--- config.mk ---
export PLATFORM = sky130hd
export DESIGN_NAME = quad_step_gen
export DESIGN_NICKNAME = d
export VERILOG_FILES = /design/src/rtl/quad_step_gen.sv
export SDC_FILE = /design/constraint.sdc
export NUM_CORES = 1
export LEC_CHECK = 0
export CAP_MARGIN = 20
export CORE_MARGIN = 4
export CORE_UTILIZATION = 45
export CTS_BUF_LIST = sky130_fd_sc_hd__clkbuf_2 sky130_fd_sc_hd__clkbuf_4 sky130_fd_sc_hd__clkbuf_8
export CTS_CLUSTER_DIAMETER = 30
export DETAILED_ROUTE_END_ITERATION = 10
export PLACE_DENSITY_LB_ADDON = 0.25
export SLEW_MARGIN = 20
export SYNTH_ARGS = -nofsm -noshare
export SYNTH_HDL_FRONTEND = slang
export SYNTH_SLANG_ARGS = --single-unit
--- constraint.sdc ---
create_clock -name clk -period 6.78 [get_ports clk]
set_input_delay 2.034 -clock clk [delete_from_list [all_inputs] [get_ports clk]]
set_output_delay 2.034 -clock clk [all_outputs]
set_load 0.05 [all_outputs]
--- src/rtl/quad_step_gen.sv ---
// Quadrature step generator: turns single-cycle inc/dec step requests into
// detent-style A/B sequences (11 -> 01 -> 00 -> 10 -> 11 for inc), queueing bursts in a signed counter.
module quad_step_gen #(
  parameter int CLK_DIV     = 125_000,
  parameter int PHASE_TICKS = 4,
  parameter int PEND_W      = 4
) (
  input  logic              clk,
  input  logic              rst,
  input  logic              step_inc,
  input  logic              step_dec,
  output logic              data_a,
  output logic              data_b,
  output logic              busy,
  output logic              dir,
  output logic [PEND_W-1:0] pending,
  output logic              step_done,
  output logic              ovf
);

  localparam int DIV_W = (CLK_DIV > 1) ? $clog2(CLK_DIV) : 1;
  localparam int PT_W  = (PHASE_TICKS > 1) ? $clog2(PHASE_TICKS) : 1;

  localparam logic [DIV_W-1:0]  DIV_LAST  = DIV_W'(CLK_DIV - 1);
  localparam logic [PT_W-1:0]   PT_LAST   = PT_W'(PHASE_TICKS - 1);
  localparam logic [PEND_W-1:0] PEND_MAX  = {1'b0, {(PEND_W-1){1'b1}}};
  localparam logic [PEND_W-1:0] PEND_MIN  = ~PEND_MAX + PEND_W'(1);

  typedef enum logic [2:0] {
    S_IDLE,
    S_PH1,
    S_PH2,
    S_PH3,
    S_GAP
  } state_t;

  state_t            state_q, state_d;
  logic              dir_q, dir_d;
  logic [DIV_W-1:0]  div_q, div_d;
  logic [PT_W-1:0]   ptick_q, ptick_d;
  logic [PEND_W-1:0] pend_q, pend_d;
  logic              ovf_q, ovf_d;
  logic              data_a_q, data_a_d;
  logic              data_b_q, data_b_d;
  logic              busy_q, busy_d;
  logic              done_q, done_d;

  logic              tick;
  logic              phase_end;
  logic              start;
  logic              deq_inc;
  logic              deq_dec;
  logic [PEND_W-1:0] pend_base;

  assign tick      = (state_q != S_IDLE) && (div_q == DIV_LAST);
  assign phase_end = tick && (ptick_q == PT_LAST);

  // A new step launches from IDLE, or straight out of GAP when more work is queued.
  assign start = (pend_q != '0) &&
                 ((state_q == S_IDLE) || ((state_q == S_GAP) && phase_end));

  // State register
  always_ff @(posedge clk) begin
    if (rst) begin
      state_q <= S_IDLE;
      dir_q   <= 1'b0;
    end else begin
      state_q <= state_d;
      dir_q   <= dir_d;
    end
  end

  // Next-state logic
  always_comb begin
    state_d = state_q;
    dir_d   = dir_q;
    deq_inc = 1'b0;
    deq_dec = 1'b0;
    case (state_q)
      S_IDLE:  if (start) state_d = S_PH1;
      S_PH1:   if (phase_end) state_d = S_PH2;
      S_PH2:   if (phase_end) state_d = S_PH3;
      S_PH3:   if (phase_end) state_d = S_GAP;
      S_GAP:   if (phase_end) state_d = start ? S_PH1 : S_IDLE;
      default: state_d = S_IDLE;
    endcase
    if (start) begin
      dir_d   = ~pend_q[PEND_W-1];
      deq_inc = ~pend_q[PEND_W-1];
      deq_dec = pend_q[PEND_W-1];
    end
  end

  // Phase timing: the divider produces ticks, ptick counts ticks within a phase.
  always_comb begin
    div_d   = div_q;
    ptick_d = ptick_q;
    if (start || (state_d == S_IDLE)) begin
      div_d   = '0;
      ptick_d = '0;
    end else if (tick) begin
      div_d   = '0;
      ptick_d = phase_end ? '0 : ptick_q + PT_W'(1);
    end else begin
      div_d   = div_q + DIV_W'(1);
    end
  end

  // Dequeue is applied before the request so a full counter can still accept one.
  always_comb begin
    pend_base = pend_q;
    if (deq_inc) begin
      pend_base = pend_q - PEND_W'(1);
    end else if (deq_dec) begin
      pend_base = pend_q + PEND_W'(1);
    end
    pend_d = pend_base;
    ovf_d  = ovf_q;
    if (step_inc && !step_dec) begin
      if (pend_base == PEND_MAX) begin
        ovf_d = 1'b1;
      end else begin
        pend_d = pend_base + PEND_W'(1);
      end
    end else if (step_dec && !step_inc) begin
      if (pend_base == PEND_MIN) begin
        ovf_d = 1'b1;
      end else begin
        pend_d = pend_base - PEND_W'(1);
      end
    end
  end

  // Output logic: outputs are registered from the upcoming state.
  always_comb begin
    data_a_d = 1'b1;
    data_b_d = 1'b1;
    case (state_d)
      S_PH1: begin
        data_a_d = ~dir_d;
        data_b_d = dir_d;
      end
      S_PH2: begin
        data_a_d = 1'b0;
        data_b_d = 1'b0;
      end
      S_PH3: begin
        data_a_d = dir_d;
        data_b_d = ~dir_d;
      end
      default: begin
        data_a_d = 1'b1;
        data_b_d = 1'b1;
      end
    endcase
    busy_d = (state_d != S_IDLE);
    done_d = (state_q == S_GAP) && phase_end;
  end

  always_ff @(posedge clk) begin
    if (rst) begin
      div_q    <= '0;
      ptick_q  <= '0;
      pend_q   <= '0;
      ovf_q    <= 1'b0;
      data_a_q <= 1'b1;
      data_b_q <= 1'b1;
      busy_q   <= 1'b0;
      done_q   <= 1'b0;
    end else begin
      div_q    <= div_d;
      ptick_q  <= ptick_d;
      pend_q   <= pend_d;
      ovf_q    <= ovf_d;
      data_a_q <= data_a_d;
      data_b_q <= data_b_d;
      busy_q   <= busy_d;
      done_q   <= done_d;
    end
  end

  assign data_a    = data_a_q;
  assign data_b    = data_b_q;
  assign busy      = busy_q;
  assign dir       = dir_q;
  assign pending   = pend_q;
  assign step_done = done_q;
  assign ovf       = ovf_q;

endmodule

# [Word-level counts from Yosys, hierarchy flattened]
# Index checks and enable logic that the tools add are counted.
# W data, S select, Z words.
[totals] input_bits=4 word_cells=73 ff_bits=32 output_inout_bits=10
[op_classes] n_eq_ne=12 reduce_logical=20 n_addsub=6 n_mux=23 bitwise=2
[op_table] operator="$mux W4" n=6
[op_table] operator="$add A17 B1 Y17 const B" n=1
[op_table] operator="$eq A17 B17 Y1 const B" n=1
[op_table] operator="$mux W3" n=5
[op_table] operator="$pmux W3 S5" n=1
[op_table] operator="$eq A3 B2 Y1 const B" n=4
[op_table] operator="$add A4 B1 Y4 const B" n=2
[op_table] operator="$mux W1" n=8
[op_table] operator="$sub A4 B1 Y4 const B" n=2
[op_table] operator="$eq A3 B1 Y1 const B" n=2
[op_table] operator="$logic_and A1 B1 Y1" n=6
[op_table] operator="$logic_not A3 Y1" n=2
[op_table] operator="$pmux W1 S3" n=2
[op_table] operator="$reduce_bool A3 Y1" n=2
[op_table] operator="$eq A4 B3 Y1 const B" n=1
[op_table] operator="$eq A4 B4 Y1 const B" n=1
[op_table] operator="$reduce_bool A2 Y1" n=2
[op_table] operator="$reduce_bool A4 Y1" n=1
[op_table] operator="$eq A3 B3 Y1 const B" n=1
[op_table] operator="$reduce_and A3 Y1" n=1
[op_table] operator="$reduce_or A3 Y1" n=1
[op_table] operator="$add A2 B1 Y2 const B" n=1
[op_table] operator="$eq A2 B2 Y1 const B" n=1
[op_table] operator="$logic_not A1 Y1" n=2
[op_table] operator="other kinds (5)" n=7

# [Depth between registers and ports, before layout]
[logic_depth] word_depth=13 depth_mapped=12

# [Least setup slack after synthesis]
# No wires, ideal clock.
[synth_path] path_kind="input to register" from="input step_dec" to="register pend_q[3], in the netlist pending[3]" t_required_ns=6.651 arrival_time_ns=3.109 path_stages=7 setup_slack_ns=3.541 setup_time_ns=0.129 n_path_buf=0 path_cell_list="inv_1 ha_1 inv_1 nand2_1 or3_1 nor4b_1 a211oi_1"
[synth_between] elab_chain_cells=3 word_cells_on_any_way=5
[synth_lines] element="from (decl)" line="11" text="input logic step_dec,"
[synth_lines] element="$logic_and A1 B1 Y1 or $logic_not A1 Y1 (tied branches)" line="125, 119"
[synth_lines] element="$mux W4 or $logic_and A1 B1 Y1 (tied branches)" line="125, 119"
[synth_lines] element="$mux W4 (*)" line="119" text="if (step_inc && !step_dec) begin"
[synth_lines] element="to (signal assigned)" line="173" text="pend_q <= pend_d;"
[synth_lines] element="to (decl)" line="41" text="logic [PEND_W-1:0] pend_q, pend_d;"
# Every way passes the cells marked *; elsewhere a longest branch is shown, timed or not.
# A chain may end at the register's enable or synchronous reset.

# [Worst setup path after layout]
[layout_path] from="register pend_q[3], in the netlist pending[3]" to="output pending[3]"
[layout_rtl] element="to (decl)" line="16" text="output logic [PEND_W-1:0] pending,"
# No word-level cell between the ends.

==> metrics.txt <==
status=complete, no violations; layout cells sized above 1=0.104; asr flop ratio synth=0; FF+latch count, synth=32; Critical Path AT=1.70 ns; hold_sp=ovf; Setup Skew=0.00609 ns; Hold Path Sink=ovf; CP endpoint kind=output port; PostCTS Resize Cnt=0; CTS max path bufs=2; Clock Latency Late Sink=about 0.28 ns; Root Buffer=clkbuf_8; Synth Warn #=0; reg2reg path depth=9; WL per Instance=13.3 microns; Buf+Inv Stages, Crit Path=1; gate count of the mapped netlist=228; reg-to-reg slack, setup=3.61 ns; placer congestion estimate=0.847; Synth Net Count=241; area share of the leading cell type in the synthesized netlist=0.335; cts bufs inserted=5; pwr dens=430 mW/mm^2; placed insts=283; reg2reg end=pending[1]; Max FO, Critical Path=12; Top Family by Delay on Critical Path=buffers and inverters; Filler cells=389; TNS Setup=0 ns; area grow syn2layout=13.9%; clk sinks=32; global-route wire length before repair=7070 microns; fin nets=around 250; Post CTS Setup Buffer Count=0; worst min path class=register to register; vias in the first global route=1511; initial DRC count=between 100 and 150; cells along the critical path=clkdlybuf4s50_1; RSZ-0062 raised after global routing=false; area leader, netlist=dfxtp_1; Finished Layout Cells=291; worst slew pin tran=0.580 ns; # rows=23; maximum vdd ir drop=0.252 mV; detailed-route via count=1594; post-synthesis sequential area ratio=0.335; FF-to-FF Start=div_q[6]; Avg Cell Area, Syn=8.40 sq um; antenna viol nets, final=0; H-tree levels=2; Detail Placement HPWL=2760 microns; Most used DFF post-synth=dfxtp_1; initial antenna violation count=0; detailed-route wire length=3870 microns; DRC=0; gr usage total=0.167; Remaining Overflow, GRT=0; First-pass DRT Iterations=4; CP required=4.75 ns; clock-pin slew on the worst setup and hold paths=0.07 ns; core area=about 0.0041 sq mm; startpoint types=register; max_slew headroom=0.613; Final Slew Violations=0; IO Port Bufs=13; hold-fix buffers at CTS=0; Netlist cell types=58; hold depth=2; final period utilization=0.551; via density per instance=5.48; CTS tree=built; Fin. Hold Viols=0; die area=0.00536 sq mm; Ports=14; Post-synth EDFFs=0; max-cap viol count=0; endpoints failing setup=0; Die W=73.2 microns; Lkg Pwr=between 0.8 and 0.9 nW; diode count=0; fmax=268 MHz; path type of the worst setup path=register to output port; CP max-delay cell=clkdlybuf4s50_1; largest net degree at the start of global routing=18; critical path depth=1; slowest stage delay, CP=a little under 0.9 ns; cell area after synthesis=0.00191 sq mm; Synth area leaders=dfxtp_1, nor2_1, ha_1; initial core utilization=0.472; Tmin final=3.74 ns; Die Y=roughly 73 microns
==> worst register-to-register path: cells and delay by family, from the launching register on <==
family,cells,cell delay (ns)
AOI/OAI and AO/OA,1,0.29
xor gates and xnor gates,1,0.26
adders and majority gates,1,0.33
buffers and inverters,1,0.10
DFF,1,0.43
and+or+nand+nor,5,1.71
==> power by group <==
part,internal [W],leakage [nW],switching (W)
Combinational,0.000199,0.492,0.000304
Clock,0.000109,0.0541,0.0000730
Sequential,0.000217,0.260,0.0000359
Total,0.000524,0.806,0.000413
==> flip-flops by register name, summed over array words and instances (netlist names) <==
register / cells
step_done: 1
pending: 4
ovf: 1
data_b: 1
data_a: 1
div_q: 17
dir: 1
busy: 1
state_q: 3
ptick_q: 2
==> logic make-up after synthesis <==
group | after synthesis | share of synthesized area
adders and majority gates | 9 | 0.0588
muxes | 4 | 0.0209
and+or+nand+nor | 108 | 0.301
xor gates and xnor gates | 17 | 0.0817
AOI/OAI and AO/OA | 39 | 0.161
DFF | 32 | 0.335
buffers and inverters | 19 | 0.0412
==> how the worst max path moves through the flow <==
| stage | from | end | slack [ns] |
|---|---|---|---|
| finish | pending[3] | pending[3] | 3.04 |
| global route | pending[3] | pending[3] | 2.96 |
| CTS | pending[3] | pending[3] | 3.04 |
| detailed placement | rst | div_q[5] | 2.85 |
| global placement | rst | div_q[3] | 2.88 |
| floorplan | step_dec | pending[3] | 3.54 |
==> layout make-up <==
type / count / area [sq um] / area share
Sequential cell: 32 / 641 / 0.294
Inverter: 11 / 41.3 / 0.0189
Clock inverter: 3 / 42.5 / 0.0195
Tap cell: 50 / 62.6 / 0.0287
Timing Repair Buffer: 13 / 130 / 0.0597
Multi-Input combinational cell: 177 / 1190 / 0.548
Clock buffer: 5 / 68.8 / 0.0316
==> layer usage <==
layer	routed length [microns]	share of wire	global-route usage
met1	1960	0.51	0.230
met2	1730	0.45	0.255
met3	142	0.037	0.0413
met4	38	0.0098	0.0492
met5	0	0	0
==> synthesized netlist by cell type, types with 2 or more instances <==
| cell type | instances |
|---|---|
| and3_1 | 8 |
| inv_1 | 10 |
| nand4_1 | 4 |
| or3_1 | 5 |
| clkbuf_1 | 7 |
| o22a_1 | 2 |
| nor4_1 | 2 |
| o21ai_0 | 5 |
| a211oi_1 | 2 |
| xnor2_1 | 5 |
| nor3_1 | 4 |
| nand3_1 | 9 |
| a21o_1 | 2 |
| dfxtp_1 | 32 |
| ha_1 | 9 |
| mux2i_1 | 4 |
| a31oi_1 | 2 |
| o21ai_2 | 2 |
| or3_2 | 2 |
| nor4b_1 | 3 |
| nor2b_1 | 2 |
| nand2_1 | 21 |
| a21oi_1 | 6 |
| xor2_1 | 11 |
| o31ai_1 | 3 |
| nor2_1 | 32 |
| nor3b_1 | 2 |
| or2_2 | 2 |
==> metrics by stage <==
step	hold WS, ns	setup WS, ns	util	power, W	instance area (sq um)
global placement	0.440	2.88	0.510	0.000748	2070
detailed placement	0.449	2.85	0.510	0.000755	2070
floorplan	0.426	3.54	-	0.000642	1910
finish	0.461	3.04	0.537	0.000938	2180
CTS	0.465	3.04	0.537	0.000943	2180
global route	0.492	2.96	0.537	0.00102	2180
==> cell usage in the layout (no fill, tap or decap), types with 2 or more instances in the layout <==
cell	count
or3_1	5
o21ai_0	5
clkbuf_8	5
inv_1	10
o21ai_2	2
nor2b_1	2
a21o_1	2
clkdlybuf4s50_1	13
a31oi_1	2
and3_1	8
o31ai_1	3
nor3_1	4
dfxtp_1	32
or2_2	2
nor4_1	2
a21oi_1	6
nor2_1	32
nand4_1	4
mux2i_1	4
o22a_1	2
nor4b_1	3
ha_1	9
or3_2	2
a211oi_1	2
nor3b_1	2
nand3_1	9
xnor2_1	5
nand2_1	21
xor2_1	11
Note: power is estimated with default switching activity, not from simulation.
